`src/rtl/z80_io_timer.sv`:
```
// z80_io_timer: programmable 16-bit interval timer on the Z80 I/O bus.
// Counts cpu_clk cycles, optionally through a fixed prescaler. Raises a level
// interrupt request when the down-counter reaches its terminal count.
// Register map (addr): 0 CTRL, 1 LO, 2 HI (snapshot on read), 3 STATUS.
module z80_io_timer #(
  parameter int unsigned PRESCALE = 16
) (
  input  logic       cpu_clk,
  input  logic       n_RST,
  input  logic       ce,
  input  logic       rd,
  input  logic       wr,
  input  logic [1:0] addr,
  input  logic [7:0] data_in,
  output logic [7:0] data_out,
  output logic       data_oe,
  output logic       intreq,
  input  logic       intack
);

  localparam int unsigned   PW      = $clog2(PRESCALE);
  localparam logic [PW-1:0] PS_LAST = PW'(PRESCALE - 1);

  typedef enum logic [1:0] {
    REG_CTRL   = 2'd0,
    REG_LO     = 2'd1,
    REG_HI     = 2'd2,
    REG_STATUS = 2'd3
  } reg_sel_e;

  // Field order puts EN at bit 0 so the struct maps directly onto CTRL[3:0].
  typedef struct packed {
    logic ps;
    logic ie;
    logic auto_rl;
    logic en;
  } ctrl_t;

  ctrl_t          ctrl;
  logic [15:0]    reload;
  logic [15:0]    cnt;
  logic [PW-1:0]  presc;
  logic [7:0]     snapshot;
  logic           zf;

  logic           wr_q;
  logic           rd_q;
  reg_sel_e       rd_sel;

  reg_sel_e       sel;
  logic           wr_act;
  logic           rd_act;
  logic           wr_ev;
  logic           rd_clr;
  logic           ctrl_wr;
  logic           lo_wr;
  logic           hi_wr;
  logic           tick;
  logic           tc;

  assign sel    = reg_sel_e'(addr);
  assign wr_act = ce & wr;
  assign rd_act = ce & rd;

  // A write acts once per access, on the rising edge of the qualified strobe.
  assign wr_ev   = wr_act & ~wr_q;
  assign ctrl_wr = wr_ev & (sel == REG_CTRL);
  assign lo_wr   = wr_ev & (sel == REG_LO);
  assign hi_wr   = wr_ev & (sel == REG_HI);

  // STATUS clears after the CPU has finished sampling, i.e. when the read ends.
  assign rd_clr  = rd_q & ~rd_act & (rd_sel == REG_STATUS);

  // A HI write reloads the counter and swallows any tick in the same cycle.
  assign tick = ctrl.en & (~ctrl.ps | (presc == PS_LAST)) & ~hi_wr;
  assign tc   = tick & (cnt == 16'd1);

  // Registered interrupt request: no combinational path from any input.
  assign intreq = zf & ctrl.ie;

  // Strobe history for edge detection, plus the register a read addressed.
  // NOTE: every clocked process uses non-blocking (<=) assignments so that all
  // registers sample pre-edge values and simulation matches the synthesized flops.
  always_ff @(posedge cpu_clk or negedge n_RST) begin
    if (!n_RST) begin
      wr_q   <= 1'b0;
      rd_q   <= 1'b0;
      rd_sel <= REG_CTRL;
    end else begin
      wr_q <= wr_act;
      rd_q <= rd_act;
      if (rd_act) rd_sel <= sel;
    end
  end

  // Control register; a one-shot terminal count drops EN unless CTRL is written.
  always_ff @(posedge cpu_clk or negedge n_RST) begin
    if (!n_RST) begin
      ctrl <= '0;
    end else if (ctrl_wr) begin
      ctrl <= ctrl_t'(data_in[3:0]);
    end else if (tc && !ctrl.auto_rl) begin
      ctrl.en <= 1'b0;
    end
  end

  // Reload value, written a byte at a time.
  always_ff @(posedge cpu_clk or negedge n_RST) begin
    if (!n_RST) begin
      reload <= 16'h0000;
    end else if (lo_wr) begin
      reload[7:0] <= data_in;
    end else if (hi_wr) begin
      reload[15:8] <= data_in;
    end
  end

  // Prescaler: cleared by CTRL writes, held at 0 unless enabled in PS mode.
  always_ff @(posedge cpu_clk or negedge n_RST) begin
    if (!n_RST) begin
      presc <= '0;
    end else if (ctrl_wr || !ctrl.en || !ctrl.ps) begin
      presc <= '0;
    end else if (presc == PS_LAST) begin
      presc <= '0;
    end else begin
      presc <= presc + PW'(1);
    end
  end

  // Down-counter: HI write loads, tick decrements, terminal count reloads or stops.
  always_ff @(posedge cpu_clk or negedge n_RST) begin
    if (!n_RST) begin
      cnt <= 16'h0000;
    end else if (hi_wr) begin
      cnt <= {data_in, reload[7:0]};
    end else if (tc) begin
      cnt <= ctrl.auto_rl ? reload : 16'h0000;
    end else if (tick) begin
      cnt <= cnt - 16'd1;
    end
  end

  // Terminal-count flag; a set in the same cycle as a clear wins.
  always_ff @(posedge cpu_clk or negedge n_RST) begin
    if (!n_RST) begin
      zf <= 1'b0;
    end else if (tc) begin
      zf <= 1'b1;
    end else if (intack || rd_clr) begin
      zf <= 1'b0;
    end
  end

  // High-byte snapshot tracks cnt[15:8] for every cycle a LO read is active,
  // so it always pairs with the low byte of the last sampled read cycle.
  always_ff @(posedge cpu_clk or negedge n_RST) begin
    if (!n_RST) begin
      snapshot <= 8'h00;
    end else if (rd_act && sel == REG_LO) begin
      snapshot <= cnt[15:8];
    end
  end

  // Combinational read mux, driven only while the read strobe is qualified.
  // NOTE: outputs are given a default first so no path leaves them unassigned,
  // which would otherwise infer a latch.
  always_comb begin
    data_out = 8'h00;
    data_oe  = rd_act;
    if (rd_act) begin
      unique case (sel)
        REG_CTRL:   data_out = {4'h0, ctrl};
        REG_LO:     data_out = cnt[7:0];
        REG_HI:     data_out = snapshot;
        REG_STATUS: data_out = {6'b00_0000, ctrl.en, zf};
      endcase
    end
  end

endmodule
```
`config.mk`:
```
export PLATFORM = sky130hd
export DESIGN_NAME = z80_io_timer
export DESIGN_NICKNAME = d
export VERILOG_FILES = /design/src/rtl/z80_io_timer.sv
export SDC_FILE = /design/constraint.sdc
export NUM_CORES = 1
export LEC_CHECK = 0
export BUFFER_PORTS_ARGS = -buffer_cell sky130_fd_sc_hd__buf_2
export CORE_MARGIN = 1
export CORE_UTILIZATION = 50
export CTS_BUF_LIST = sky130_fd_sc_hd__clkbuf_16
export DETAILED_ROUTE_END_ITERATION = 10
export PLACE_DENSITY = 0.69
export SLEW_MARGIN = 5
export SYNTH_ARGS = -nofsm -noshare
export SYNTH_HDL_FRONTEND = slang
export SYNTH_SLANG_ARGS = --single-unit
```
`constraint.sdc`:
```
create_clock -name cpu_clk -period 2.9 [get_ports cpu_clk]
set_input_delay 0.58 -clock cpu_clk [delete_from_list [all_inputs] [get_ports cpu_clk]]
set_output_delay 0.58 -clock cpu_clk [all_outputs]
set_load 0.02 [all_outputs]
```
* Yosys cells after proc, flatten, opt, wreduce, memory -nomap -nowiden
Index checks and enable logic that the tools add are counted.
** Storage, ports and cells
- Register bits after elaboration :: 53
- Input port bits :: 16
- Output and inout bits :: 10
- Logic and storage cells :: 64
** Operators by class
- Add/subtract/negate cells :: 2
- Equality and inequality tests :: 6
- Multiplexer cells :: 12
- Bitwise logic cells :: 18
- Reduce and logical (&&, ||, !) cells :: 13
** Operators with widths (number)
- $mux W16 :: 4
- $pmux W8 S4 :: 1
- $eq A16 B1 Y1 const B :: 1
- $sub A16 B1 Y16 const B :: 1
- $and A1 B1 Y1 :: 12
- $mux W4 :: 2
- $mux W8 :: 1
- $eq A2 B2 Y1 const B :: 3
- $not A1 Y1 :: 5
- $add A4 B1 Y4 const B :: 1
- $eq A4 B4 Y1 const B :: 1
- $mux W1 :: 4
- $reduce_bool A2 Y1 :: 2
- $logic_not A1 Y1 :: 3
- $logic_or A1 B1 Y1 :: 3
- $reduce_bool A3 Y1 :: 1
- $eq A2 B1 Y1 const B :: 1
- $logic_and A1 B1 Y1 :: 2
- $logic_not A2 Y1 :: 1
- $reduce_and A2 Y1 :: 1
- $or A1 B1 Y1 :: 1

* Depth between registers and ports, before layout
- Depth after elaboration :: 9
- Mapped depth :: 8

* Worst setup path before layout
Ideal clock, no wire load.
- Path kind :: input to output
- From :: input addr[1]
- To :: output data_out[4]
- Arrival time :: 1646 ps
- Slack :: 674 ps
- Cell stages on the path :: 4
- Buffers on the path :: 1
- Cells stage by stage :: clkbuf_1 nor2b_1 a22oi_1 nor2_1
** On the way
- Word-level cells in the longest chain between the ends :: 3
** Ends and longest elaborated chain
- start, declared :: RTL line 13 : input logic [1:0] addr,
- $eq A2 B2 Y1, or another cell as far along :: RTL line 172 : unique case (sel)
- $pmux W8 S4 (*) :: RTL line 172
- $mux W8 (*) :: RTL line 171 : if (rd_act) begin
- end, declared :: RTL line 15 : output logic [7:0] data_out,
Mark *: on every way between the ends. The rest lies on a longest branch, timed or not.

* Worst setup path after layout
- From :: register cnt[2]
- To :: register cnt[8]
** On the way
- Word-level cells in the longest chain between the ends :: 4
** Ends and longest elaborated chain
- start, declared :: RTL line 41 : logic [15:0] cnt;
- start signal, assigned :: RTL line 136 : cnt <= {data_in, reload[7:0]};
- start signal, assigned :: RTL line 138 : cnt <= ctrl.auto_rl ? reload : 16'h0000;
- start signal, assigned :: RTL line 140 : cnt <= cnt - 16'd1;
- $sub A16 B1 Y16 or $eq A16 B1 Y1 (tied branches) :: RTL line 140, 76
- $mux W16 or $and A1 B1 Y1 (tied branches) :: RTL line 139, 76
- $mux W16 :: RTL line 137 : end else if (tc) begin
- $mux W16 :: RTL line 135 : end else if (hi_wr) begin
Parallel ways exist; a longest one is shown, timed or not. The select of a mux whose other input is x is not followed.
A chain may end at the register's enable or synchronous reset.

==> run summary <==
Status = completed
I/O pin count = 26
Setup crit start kind = flop
Max-Cap Viols = 0
Total CTS buffers = 5
GRT overflow = 0
Layout cell share with drive strength beyond 1 = 22.6%
Hold slack = 0.409 ns
Die height = 77.6 um
1st-pass router iterations = 5
Max Root-Sink Buffers = 2
Routed WL per cell = 18.0 um
# rows = 27
GR Util All Layers = 25.7%
Sequential area share after synthesis = 46.4%
Number of diodes = 0
CTS tree = yes
Hold-fix buffers, CTS = 0
Synth Register Bits = 53
Root buffer cell = clkbuf_16
Post-CTS Setup Repair Bufs = 0
DR vias = 2302
Most frequent cells in the layout = 53 x dfrtp_1, 52 x nand2_1, 25 x buf_2
# setup viols final = 0
Hpwl dp = 4960 um
Worst Slack Setup Final = 0.655 ns
Syn Nets = 307
Setup CP Type = reg2reg
Growth of design area from synthesis to finish = 11.7%
RSZ-0062 raised after global routing = false
Fill cell instance count of the final layout = 493
Routability cong. = 0.880
Slew Viols, Final = 0
Port bufs = 25
Global routing usage on met1 = 35.9%
Antenna-violating nets left = 0
Slew HR = 55.1%
Number of global-route vias before repair = 2290
Die area = 6020 um2
First-pass GRT wire length = 11900 um
Critical Path AT = 2.46 ns
Gr busiest metal = met2
Tmin final = 2.24 ns
H-tree level count = 2
Setup WS pre-CTS = 0.687 ns
Clock Pin Slew Worst Setup and Hold Paths = 0.07 ns
Fin util = 58.0%
Fmax = 446 MHz
EDFF count, synth = 0
Syn avg cell area = 9.92 um2
DRC Markers = 0
CORE AREA = 5510 um2
Number of library cell types mapped by synthesis = 57
Max FO, Critical Path = 9
Final worst-path cycle share = 77.4%
CP endpoint kind = flop
Met2 Use GR = 39.6%
Initial Utilization = 51.9%
Die X-Extent = 77.6 um
Final Hold Vio Count = 0
Clock Sinks = 53
Final wirelength = 6960 um
CP Data Required Time = 3.11 ns
Commonest non-fill, non-tap cell in the layout = dfrtp_1
Post-synth top flop = dfrtp_1
Mapped cell area = 2860 um2
Initial antenna violation count = 0
Largest net degree at the start of global routing = 54
Total power = 2670 uW
Synth async-reset ratio = 100%
Synth Instances = 288
Setup TNS = 0 ns
Clock Latency Late Sink = 0.29 ns
GR Layer Usage met3 = 4.82%
Yosys warns = 0
Max VDD drop = 0.000353 V
Slew @ Worst Pin = 0.674 ns
Pleak = 0.00140 uW
HP Class = in2async
Pwr Density = 838 nW/um2
# nets final = 332
Detailed Route Iter0 Violations = 154
Vias per cell = 5.96
Setup skew after layout = 0.00683 ns
Post_cts resized = 0
## per-stage QoR
step | instance area (um2) | std cells
after floorplan | 2860 | 288
after global placement | 3050 | 378
after detailed placement | 3050 | 378
after CTS | 3190 | 386
after global routing | 3190 | 386
final | 3190 | 386
## state kept, by name, summed over array words and instances (netlist names)
signal	flops
reload	16
wr_q	1
presc	4
ctrl	4
zf	1
rd_sel	2
cnt	16
rd_q	1
snapshot	8
## report_power, final
| group | internal, uW | total, uW | leakage [uW] | switching (uW) |
|---|---|---|---|---|
| logic | 402 | 845 | 0.000667 | 442 |
| clock network | 313 | 566 | 0.0000687 | 254 |
| registers | 958 | 1260 | 0.000660 | 304 |
## critical path, stage by stage, from the launching register on
cell,delay (ns)
dfrtp_1,0.48
nor4_4,0.54
and3_4,0.30
and2_1,0.35
mux2_2,0.38
o21ai_1,0.12
## synth_stat cells, types with 3 or more instances
master | instances | area share (%)
dfrtp_1 | 53 | 46
nand2_1 | 52 | 6.8
mux2_2 | 20 | 7.9
nor2_1 | 20 | 2.6
a21oi_1 | 13 | 2.3
a22oi_1 | 10 | 2.6
o21ai_0 | 10 | 1.8
clkbuf_1 | 8 | 1.1
nor2b_1 | 7 | 1.5
a31oi_1 | 6 | 1.3
nand3_1 | 6 | 1.1
and2_1 | 5 | 1.1
inv_1 | 4 | 0.53
nand3b_1 | 4 | 1.1
o21ai_1 | 4 | 0.70
a32oi_1 | 3 | 0.92
buf_4 | 3 | 0.79
ha_1 | 3 | 1.3
mux2i_1 | 3 | 1.1
nand4_1 | 3 | 0.66
or3_1 | 3 | 0.66
## worst paths after layout
kind	startpoint	end	slack, ns	cells after the start
max in group asynchronous	n_RST	reload[12]	2.04	2
worst min-delay path	n_RST	rd_q	0.41	2
worst max register to register	cnt[2]	cnt[8]	0.66	5
min in group cpu_clk	reload[12]	reload[12]	0.48	2
worst min register to register	reload[12]	reload[12]	0.48	2
worst max-delay path	cnt[2]	cnt[8]	0.66	5
## logic make-up (layout without fill, tap and decap cells)
kind of cell	Yosys count	in the layout	synth area share, %
xor+xnor	4	4	1.23
buf+inv	17	43	2.72
flops	53	53	46.4
compound gates	63	63	14.5
simple gates	123	123	23.3
fa+ha+maj	3	3	1.31
mux	25	25	10.5
## final cells by class
cell class / count / area, um2 / share of cell area (%)
repair buffers: 31 / 170 / 5.33
multi-input cells: 218 / 1450 / 45.5
clock buffers: 5 / 125 / 3.92
flip-flops and latches: 53 / 1330 / 41.6
inverters: 4 / 15.0 / 0.470
well taps: 72 / 90.1 / 2.82
clock inverters: 3 / 12.5 / 0.392
## metal layers
metal,wire length [um],part of all wire (%),up-vias
li1,-,-,1094
met4,123,1.8,0
met1,3170,45,1115
met5,0,0,-
met2,3250,47,81
met3,425,6.1,12
Note: power is estimated with default switching activity, not from simulation.
